$ cat config.mk
export PLATFORM = sky130hd
export DESIGN_NAME = hdma_multi_controller_flat
export DESIGN_NICKNAME = d
export VERILOG_FILES = /design/src/rtl/hdma_multi_controller_if.sv /design/src/rtl/hdma_multi_controller.sv /design/src/flat_wrapper.sv
export SDC_FILE = /design/constraint.sdc
export NUM_CORES = 1
export LEC_CHECK = 0
export CORE_MARGIN = 8
export CORE_UTILIZATION = 40
export DETAILED_ROUTE_END_ITERATION = 6
export GPL_TIMING_DRIVEN = 0
export PLACE_DENSITY = 0.59
export SYNTH_ARGS = -nofsm -noshare
export SYNTH_HDL_FRONTEND = slang
export SYNTH_SLANG_ARGS = --single-unit
$ cat constraint.sdc
create_clock -name clk -period 3.32 [get_ports clk]
set_clock_uncertainty 0.2 [all_clocks]
set_input_delay 0.664 -clock clk [delete_from_list [all_inputs] [get_ports clk]]
set_output_delay 0.664 -clock clk [all_outputs]
set_load 0.02 [all_outputs]
$ cat src/rtl/hdma_multi_controller_if.sv
// Register-access and DMA-side bus bundle for hdma_multi_controller.
// The CPU side drives the register strobe; the engine drives status and the VRAM copy bus.
interface hdma_multi_controller_if #(
    parameter int NUM_CH  = 2,
    parameter int VRAM_AW = 13
);
    localparam int CH_W = (NUM_CH > 1) ? $clog2(NUM_CH) : 1;

    logic [CH_W-1:0]    ch_sel;
    logic [2:0]         reg_select;
    logic [7:0]         wdata;
    logic               write;
    logic [7:0]         rdata;
    logic               busy;
    logic [15:0]        src_addr;
    logic [VRAM_AW-1:0] vram_addr;
    logic               dma_write;
    logic [CH_W-1:0]    active_ch;

    modport master (
        output ch_sel, reg_select, wdata, write,
        input  rdata, busy, src_addr, vram_addr, dma_write, active_ch
    );

    modport slave (
        input  ch_sel, reg_select, wdata, write,
        output rdata, busy, src_addr, vram_addr, dma_write, active_ch
    );
endinterface

$ cat src/rtl/hdma_multi_controller.sv
// Multi-channel CGB-style HDMA/GDMA engine: per-channel block copy from CPU space to VRAM.
// Optional macro HDMA_DONE_IRQ_EN adds done_irq, a per-channel completion pulse.
module hdma_multi_controller #(
    parameter int NUM_CH      = 2,
    parameter int BLOCK_BYTES = 16,
    parameter int VRAM_AW     = 13
) (
    input  logic                 clk,
    input  logic                 reset,
    input  logic                 cpu_en,
    input  logic                 cgb,
    input  logic                 hblank_start,
`ifdef HDMA_DONE_IRQ_EN
    output logic [NUM_CH-1:0]    done_irq,
`endif
    hdma_multi_controller_if.slave bus
);
    localparam int CH_W    = (NUM_CH > 1) ? $clog2(NUM_CH) : 1;
    localparam int PH_W    = $clog2(2 * BLOCK_BYTES);
    localparam int PH_LAST = 2 * BLOCK_BYTES - 1;

    typedef enum logic [1:0] {
        ST_IDLE,
        ST_ARMED,
        ST_REQ,
        ST_XFER
    } ch_state_t;

    logic                wr_en;
    logic                busy_reg, busy_next;
    logic [CH_W-1:0]     owner_reg, owner_next;
    logic [PH_W-1:0]     phase_reg, phase_next;
    logic                last_phase, owner_cont, release_bus, bus_free;
    logic                grant_found;
    logic [CH_W-1:0]     grant_idx;
    logic [NUM_CH-1:0]   grant_vec, req_vec, stop_hit, idle_vec, hblank_mode;
    logic [6:0]          rem_q   [NUM_CH];
    logic [15:0]         cur_src [NUM_CH];
    logic [VRAM_AW-1:0]  cur_dst [NUM_CH];
    logic [PH_W-2:0]     byte_idx;
`ifdef HDMA_DONE_IRQ_EN
    logic [NUM_CH-1:0]   done_vec;
    logic [NUM_CH-1:0]   done_irq_reg;
`endif

    assign wr_en      = cpu_en & bus.write;
    assign last_phase = busy_reg && (phase_reg == PH_W'(PH_LAST));
    // General transfers chain blocks without giving up the bus.
    assign owner_cont  = !hblank_mode[owner_reg] && (rem_q[owner_reg] != 7'd0);
    assign release_bus = last_phase && !owner_cont;
    assign bus_free    = !busy_reg || release_bus;

    always_comb begin
        grant_vec   = '0;
        grant_found = 1'b0;
        grant_idx   = '0;
        for (int i = 0; i < NUM_CH; i++) begin
            if (bus_free && !grant_found && req_vec[i] && !stop_hit[i]) begin
                grant_found  = 1'b1;
                grant_idx    = CH_W'(i);
                grant_vec[i] = 1'b1;
            end
        end
    end

    always_comb begin
        busy_next  = busy_reg;
        owner_next = owner_reg;
        phase_next = phase_reg;
        if (busy_reg) begin
            phase_next = phase_reg + 1'b1;
        end
        if (release_bus) begin
            busy_next = 1'b0;
        end
        if (grant_found) begin
            busy_next  = 1'b1;
            owner_next = grant_idx;
            phase_next = '0;
        end
    end

    always_ff @(posedge clk) begin
        if (reset) begin
            busy_reg  <= 1'b0;
            owner_reg <= '0;
            phase_reg <= '0;
        end else if (cpu_en) begin
            busy_reg  <= busy_next;
            owner_reg <= owner_next;
            phase_reg <= phase_next;
        end
    end

    genvar gi;
    generate
        for (gi = 0; gi < NUM_CH; gi++) begin : g_ch
            ch_state_t          state_reg, state_next;
            logic [7:0]         src_hi_reg;
            logic [3:0]         src_lo_reg, dst_lo_reg;
            logic [4:0]         dst_hi_reg;
            logic [6:0]         rem_reg, rem_next;
            logic [15:0]        src_reg, src_next;
            logic [VRAM_AW-1:0] dst_reg, dst_next;
            logic               hblank_reg, hblank_next;
            logic               stop_reg, stop_next;
            logic               sel, ctrl_wr, owned_last;
            logic [15:0]        src_start;
            logic [12:0]        dst_start;

            assign sel        = wr_en && (bus.ch_sel == CH_W'(gi));
            assign ctrl_wr    = sel && (bus.reg_select == 3'd5);
            assign owned_last = last_phase && (owner_reg == CH_W'(gi));
            assign src_start  = {src_hi_reg, src_lo_reg, 4'h0};
            assign dst_start  = {dst_hi_reg, dst_lo_reg, 4'h0};
            // A clear bit 7 only stops channels running in HBlank mode.
            assign stop_hit[gi] = ctrl_wr && !bus.wdata[7] && hblank_reg && (state_reg != ST_IDLE);

            always_ff @(posedge clk) begin
                if (reset) begin
                    src_hi_reg <= '0;
                    src_lo_reg <= '0;
                    dst_hi_reg <= '0;
                    dst_lo_reg <= '0;
                end else if (sel) begin
                    case (bus.reg_select)
                        3'd1:    src_hi_reg <= bus.wdata;
                        3'd2:    src_lo_reg <= bus.wdata[7:4];
                        3'd3:    dst_hi_reg <= bus.wdata[4:0];
                        3'd4:    dst_lo_reg <= bus.wdata[7:4];
                        default: ;
                    endcase
                end
            end

            always_comb begin
                state_next  = state_reg;
                rem_next    = rem_reg;
                src_next    = src_reg;
                dst_next    = dst_reg;
                hblank_next = hblank_reg;
                stop_next   = stop_reg;
                case (state_reg)
                    ST_IDLE: begin
                        if (ctrl_wr && cgb) begin
                            state_next  = bus.wdata[7] ? ST_ARMED : ST_REQ;
                            rem_next    = bus.wdata[6:0];
                            src_next    = src_start;
                            dst_next    = VRAM_AW'(dst_start);
                            hblank_next = bus.wdata[7];
                            stop_next   = 1'b0;
                        end
                    end
                    ST_ARMED: begin
                        if (stop_hit[gi]) begin
                            state_next = ST_IDLE;
                        end else if (hblank_start) begin
                            state_next = ST_REQ;
                        end
                    end
                    ST_REQ: begin
                        if (stop_hit[gi]) begin
                            state_next = ST_IDLE;
                        end else if (grant_vec[gi]) begin
                            state_next = ST_XFER;
                        end
                    end
                    ST_XFER: begin
                        if (stop_hit[gi]) begin
                            stop_next = 1'b1;
                        end
                        if (owned_last) begin
                            rem_next = rem_reg - 7'd1;
                            src_next = src_reg + 16'(BLOCK_BYTES);
                            dst_next = dst_reg + VRAM_AW'(BLOCK_BYTES);
                            if (rem_reg == 7'd0) begin
                                state_next = ST_IDLE;
                            end else if (!hblank_reg) begin
                                state_next = ST_XFER;
                            end else if (stop_reg || stop_hit[gi]) begin
                                state_next = ST_IDLE;
                            end else begin
                                state_next = ST_ARMED;
                            end
                        end
                    end
                    default: state_next = ST_IDLE;
                endcase
            end

            always_ff @(posedge clk) begin
                if (reset) begin
                    state_reg  <= ST_IDLE;
                    rem_reg    <= 7'h7f;
                    src_reg    <= '0;
                    dst_reg    <= '0;
                    hblank_reg <= 1'b0;
                    stop_reg   <= 1'b0;
                end else if (cpu_en) begin
                    state_reg  <= state_next;
                    rem_reg    <= rem_next;
                    src_reg    <= src_next;
                    dst_reg    <= dst_next;
                    hblank_reg <= hblank_next;
                    stop_reg   <= stop_next;
                end
            end

            assign req_vec[gi]     = (state_reg == ST_REQ);
            assign idle_vec[gi]    = (state_reg == ST_IDLE);
            assign hblank_mode[gi] = hblank_reg;
            assign rem_q[gi]       = rem_reg;
            assign cur_src[gi]     = src_reg;
            assign cur_dst[gi]     = dst_reg;
`ifdef HDMA_DONE_IRQ_EN
            assign done_vec[gi]    = owned_last && (rem_reg == 7'd0);
`endif
        end
    endgenerate

    always_comb begin
        bus.rdata = 8'hff;
        if (cgb && (bus.reg_select == 3'd5) && (int'(bus.ch_sel) < NUM_CH)) begin
            bus.rdata = {idle_vec[bus.ch_sel], rem_q[bus.ch_sel]};
        end
    end

    // Even phases read the source byte, odd phases write it to VRAM.
    assign byte_idx      = phase_reg[PH_W-1:1];
    assign bus.busy      = busy_reg;
    assign bus.active_ch = owner_reg;
    assign bus.dma_write = cpu_en & busy_reg & phase_reg[0];
    assign bus.src_addr  = busy_reg ? (cur_src[owner_reg] + 16'(byte_idx)) : 16'h0000;
    assign bus.vram_addr = busy_reg ? (cur_dst[owner_reg] + VRAM_AW'(byte_idx)) : '0;

`ifdef HDMA_DONE_IRQ_EN
    always_ff @(posedge clk) begin
        if (reset) begin
            done_irq_reg <= '0;
        end else if (cpu_en) begin
            done_irq_reg <= done_vec;
        end
    end
    assign done_irq = done_irq_reg;
`endif
endmodule
$ cat src/flat_wrapper.sv
// flat-port wrapper written by rule: the top's interface ports become plain ports
module hdma_multi_controller_flat 
#(
    parameter int NUM_CH      = 2,
    parameter int BLOCK_BYTES = 16,
    parameter int VRAM_AW     = 13
)
  (clk, reset, cpu_en, cgb, hblank_start, bus_ch_sel, bus_reg_select, bus_wdata, bus_write, bus_rdata, bus_busy, bus_src_addr, bus_vram_addr, bus_dma_write, bus_active_ch);
  hdma_multi_controller_if #(.NUM_CH(NUM_CH), .VRAM_AW(VRAM_AW)) bus_i ();
  input  logic clk;
  input  logic reset;
  input  logic cpu_en;
  input  logic cgb;
  input  logic hblank_start;
  input wire logic [$bits(bus_i.ch_sel)-1:0] bus_ch_sel;
  input wire logic [$bits(bus_i.reg_select)-1:0] bus_reg_select;
  input wire logic [$bits(bus_i.wdata)-1:0] bus_wdata;
  input wire logic [$bits(bus_i.write)-1:0] bus_write;
  output wire logic [$bits(bus_i.rdata)-1:0] bus_rdata;
  output wire logic [$bits(bus_i.busy)-1:0] bus_busy;
  output wire logic [$bits(bus_i.src_addr)-1:0] bus_src_addr;
  output wire logic [$bits(bus_i.vram_addr)-1:0] bus_vram_addr;
  output wire logic [$bits(bus_i.dma_write)-1:0] bus_dma_write;
  output wire logic [$bits(bus_i.active_ch)-1:0] bus_active_ch;
  assign bus_i.ch_sel = bus_ch_sel;
  assign bus_i.reg_select = bus_reg_select;
  assign bus_i.wdata = bus_wdata;
  assign bus_i.write = bus_write;
  assign bus_rdata = bus_i.rdata;
  assign bus_busy = bus_i.busy;
  assign bus_src_addr = bus_i.src_addr;
  assign bus_vram_addr = bus_i.vram_addr;
  assign bus_dma_write = bus_i.dma_write;
  assign bus_active_ch = bus_i.active_ch;
  hdma_multi_controller #(.NUM_CH(NUM_CH), .BLOCK_BYTES(BLOCK_BYTES), .VRAM_AW(VRAM_AW)) u_core (.clk(clk), .reset(reset), .cpu_en(cpu_en), .cgb(cgb), .hblank_start(hblank_start), .bus(bus_i));
endmodule
# == Yosys cells after proc, flatten, opt, wreduce, memory -nomap -nowiden ==
# Cells that the tools add are included.
# word_totals
register_bits,129
out_inout_bits,40
wordCells,198
# op_classes
n_addsub,9
magnitude_cmp,4
n_eq_ne,22
n_mux,70
n_bitwise,7
reduce_logical,63
# ops
operator,count
16-bit 2-to-1 mux,8
13-bit 2-to-1 mux,8
7-bit 2-to-1 mux,10
16-bit case mux with 2 select lines,2
13-bit case mux with 2 select lines,2
"16-bit by 5-bit adder with 16-bit output, second input constant",2
2-bit 2-to-1 mux,16
7-bit case mux with 2 select lines,2
"13-bit by 5-bit adder with 13-bit output, second input constant",2
1-bit logical AND,23
2-bit AND reduction,11
16-bit by 4-bit adder with 16-bit output,1
2-bit case mux with 4 select lines,2
4-bit AND reduction,4
1-bit 2-to-1 mux,15
7-bit logical NOT,2
"7-bit by 1-bit subtractor with 7-bit output, second input constant",2
13-bit by 4-bit adder with 13-bit output,1
"3-bit by 2-bit != test with 1-bit output, second input constant",4
2-bit nonzero test,6
5-bit 2-to-1 mux,2
5-bit AND reduction,2
"2-bit equality test, second input constant",4
8-bit 2-to-1 mux,1
19 further kinds,43

# == Depth between registers and ports, before layout ==
# logic_depth
word_depth,20
depth_mapped,10

# == Least setup slack after synthesis ==
# OpenSTA, ideal clock, no wires.
# synth_path
path_kind,register to output
from,"register u_core.owner_reg, in the netlist u_core.bus.active_ch"
to,output bus_src_addr[11]
arrival_time_ns,1.832
required_ns,2.456
path_slack_ns,0.624
stages_incl_launch_ff,6
n_path_buf,3
cell_sequence,dfxtp_1 -> buf_2 -> buf_2 -> buf_1 -> mux2i_1 -> nor2b_1
# synth_between
elab_chain_len,6
# synth_lines
item,line_no,text
"start, declared",hdma_multi_controller.sv:31,"logic [CH_W-1:0] owner_reg, owner_next;"
"start signal, assigned",hdma_multi_controller.sv:90,owner_reg <= owner_next;
1-bit inverter with 2-bit output (not written as such),hdma_multi_controller.sv:233,assign bus.src_addr = busy_reg ? (cur_src[owner_reg] + 16'(byte_idx)) : 16'h0000;
16-bit 2-to-1 mux (not written as such) (3 in series),hdma_multi_controller.sv:233,
16-bit by 4-bit adder with 16-bit output,hdma_multi_controller.sv:233,
16-bit 2-to-1 mux,hdma_multi_controller.sv:233,
"end, declared",flat_wrapper.sv:21,output wire logic [$bits(bus_i.src_addr)-1:0] bus_src_addr;
# No other way between the ends. The select of a mux whose other input is x is not followed.

# == Final worst setup path ==
# layout_path
from,"register u_core.owner_reg, in the netlist u_core.bus.active_ch"
to,output bus_src_addr[9]
# The elaborated chain is that of the path after synthesis.

==> metrics.cfg <==
[clocking]
root_buffer=clkbuf_16
cts_buffers=17
cts_sinks=113
cts_tree=done
clk_path_buf_depth=2
ctsHoldBuffers=0
path_clk_slew_ns=0.05
htree_levels=4
worstSkewPairLatency_ns=0.42

[global_route]
grt_pass1_wl_mm=37.9
grt_util_all_layers_pct=22.7
antenna_found_initial=0
overflow=0
grt_pass1_vias=6508
grt_max_degree=20

[synth]
syn_inst=882
ys_ff_latch=113
synth_cell_type_count=75
synth-edff-count=0
synth_top_area_cell=dfxtp_1
synth_area_leaders=dfxtp_1 (33%), a21oi_1 (7.1%), mux2i_1 (6.2%)
synth.top_cell.area_share_pct=33.4
synth_area_per_cell_um2=7.68
synth_area_um2=6770
async_reset_ff_share_pct=0
yosysSeqAreaShare_pct=33.4
synthesis.nets=915
synth_ff_type=dfxtp_1
ys_warn_count=0

[floorplan]
core_area_um2=16600
initial_core_util_pct=40.8
io_pins=58
die_w_um=146
rows=47
die_y_um=146
fp.dieArea_um2=21300

[layout]
seqCellArea_um2=2260
diodes=0
synthToLayoutAreaGrowth_pct=22.3
nets=985
stdcell_area_um2=8280
multiInputGateArea_um2=4140
drive_above_1_share_pct=7.05
largest_reg_flops=24
fill_cells=1656

[place]
hpwl_mm=17.9
place_congestion=0.873
port_buffers=52
place_area_um2=7580

[sta]
fmax_ghz=0.310
period_needed_ns=3.22
hold_ws_ns=0.256
final_max_slew_viol_count=0
rsz0062_at_grt=false
max-slew-margin-rel_pct=19.8
finalCritPeriodShare_pct=97.0
worstMarginPinSlew_ns=1.20
setup_viol=0
hold_viol_final=0

[drt]
dr.pass1.iters=7
vias_per_cell=6.01
avgRoutedWirePerCell_um=21.0
drt-total-wl_mm=24.8
drc_errors=0
postRouteAntennaNets=0
vias=7112
drtIter0Drc=654

[power_and_ir_drop]
power_density_nw_per_um2=467
vdd_drop_max_mv=0.363
power_leakage_nw=2.80

[flow_run]
max-cap-violations=0

[worst_setup_path]
end_kind=primary output
arrival_ns=2.36
startpoint=u_core.bus.active_ch
worstReg2RegStart=u_core.phase_reg[0]
critPathKind=reg -> out
crit_fanout=19
start_kind=register
cp.required_ns=2.46

[worst_hold_path]
min_from=u_core.g_ch[1].src_hi_reg[4]
hp-class=reg -> reg

[outcome]
status=finished, final reports clean

[kinds of logic (layout without fill, tap and decap cells)]
family	Yosys count	in the layout	share of synthesized area, %
AND/OR/NAND/NOR	349	349	25.9
adder cells (fa/ha/maj)	15	15	2.77
other	1	1	0.0554
buffers and inverters	89	171	5.56
multiplexers	43	43	6.37
AO/OA/AOI/OAI	261	261	24.5
flip-flops	113	113	33.4
XOR/XNOR	11	11	1.42
[layout by cell type (no fill, tap or decap), types with 20 or more instances in the layout]
cell type / n
a21oi_1: 96
nand3_1: 64
o21ai_0: 49
nor2b_1: 21
mux2i_1: 42
nand2_1: 98
dfxtp_1: 112
clkdlybuf4s50_1: 39
nor3_1: 20
clkbuf_1: 48
nor2_1: 53
and2_1: 22
[final timing paths]
check	cells after the start	slack, ns	end
setup / recovery	5	0.1	bus_src_addr[9]
hold / removal	2	0.26	u_core.g_ch[1].src_hi_reg[4]
setup reg to reg	9	0.24	u_core.g_ch[0].dst_reg[4]
hold reg to reg	2	0.26	u_core.g_ch[1].src_hi_reg[4]
[metrics by stage]
stage | total power, mW | setup slack, ns | utilization [%] | TNS, ns | std cells
final | 3.87 | 0.0992 | 49.9 | 0 | 1184
after floorplan | 1.68 | 0.624 | - | 0 | 882
after global placement | 1.84 | -0.287 | 45.6 | -7.16 | 1154
after detailed placement | 1.84 | -0.314 | 45.7 | -6.73 | 1154
after global routing | 3.98 | 0.0145 | 49.9 | 0 | 1184
after CTS | 3.87 | 0.00436 | 49.7 | 0 | 1184
[timing repair]
item / CTS / global route
setup endpoints to repair: 35 / 21
buffers inserted: 0 / 0
pin swaps: 0 / 1
gates resized for setup: 12 / 17
cloned: 0 / 0
[cells in the mapped netlist, types with 8 or more instances]
master    number
a211oi_1      12
a21oi_1       96
a22oi_1       14
a31oi_1       11
and2_1        22
and3_1        14
buf_2          9
clkbuf_1      50
dfxtp_1      113
ha_1          15
inv_1         18
mux2i_1       42
nand2_1       98
nand2b_1      10
nand3_1       64
nor2_1        53
nor2b_1       21
nor3_1        20
o211ai_1       9
o21ai_0       49
o22ai_1       14
or3_1          8
[report_power, final]
part	internal (mW)	total (mW)	switching, mW	leakage, nW
logic	0.145	0.434	0.288	1.57
registers	1.38	1.39	0.0158	0.912
clock network	1.38	2.04	0.660	0.319
[area by class of cell]
type / count / share of cell area (%)
Tap cell: 220 / 3.32
Multi-Input combinational cell: 680 / 50.1
Clock buffer: 21 / 5.68
Buffer: 69 / 3.96
Sequential cell: 113 / 27.3
Inverter: 19 / 0.861
Clock inverter: 10 / 2.19
Timing Repair Buffer: 52 / 6.59
[per-layer routing]
layer | track usage, % | part of all wire [%] | vias to the layer above
met5 | 0 | 0 | -
met4 | 9.58 | 3.5 | 0
met3 | 5.22 | 8.2 | 59
met2 | 35.5 | 44 | 302
met1 | 29.6 | 44 | 3393
li1 | - | - | 3358
[critical path: stages (launching register included)]
cell,delay (ns)
dfxtp_2,0.43
buf_6,0.22
clkbuf_4,0.31
mux2i_1,0.10
nor2b_1,0.21
clkdlybuf4s50_1,0.65
Note: power is estimated with default switching activity, not from simulation.
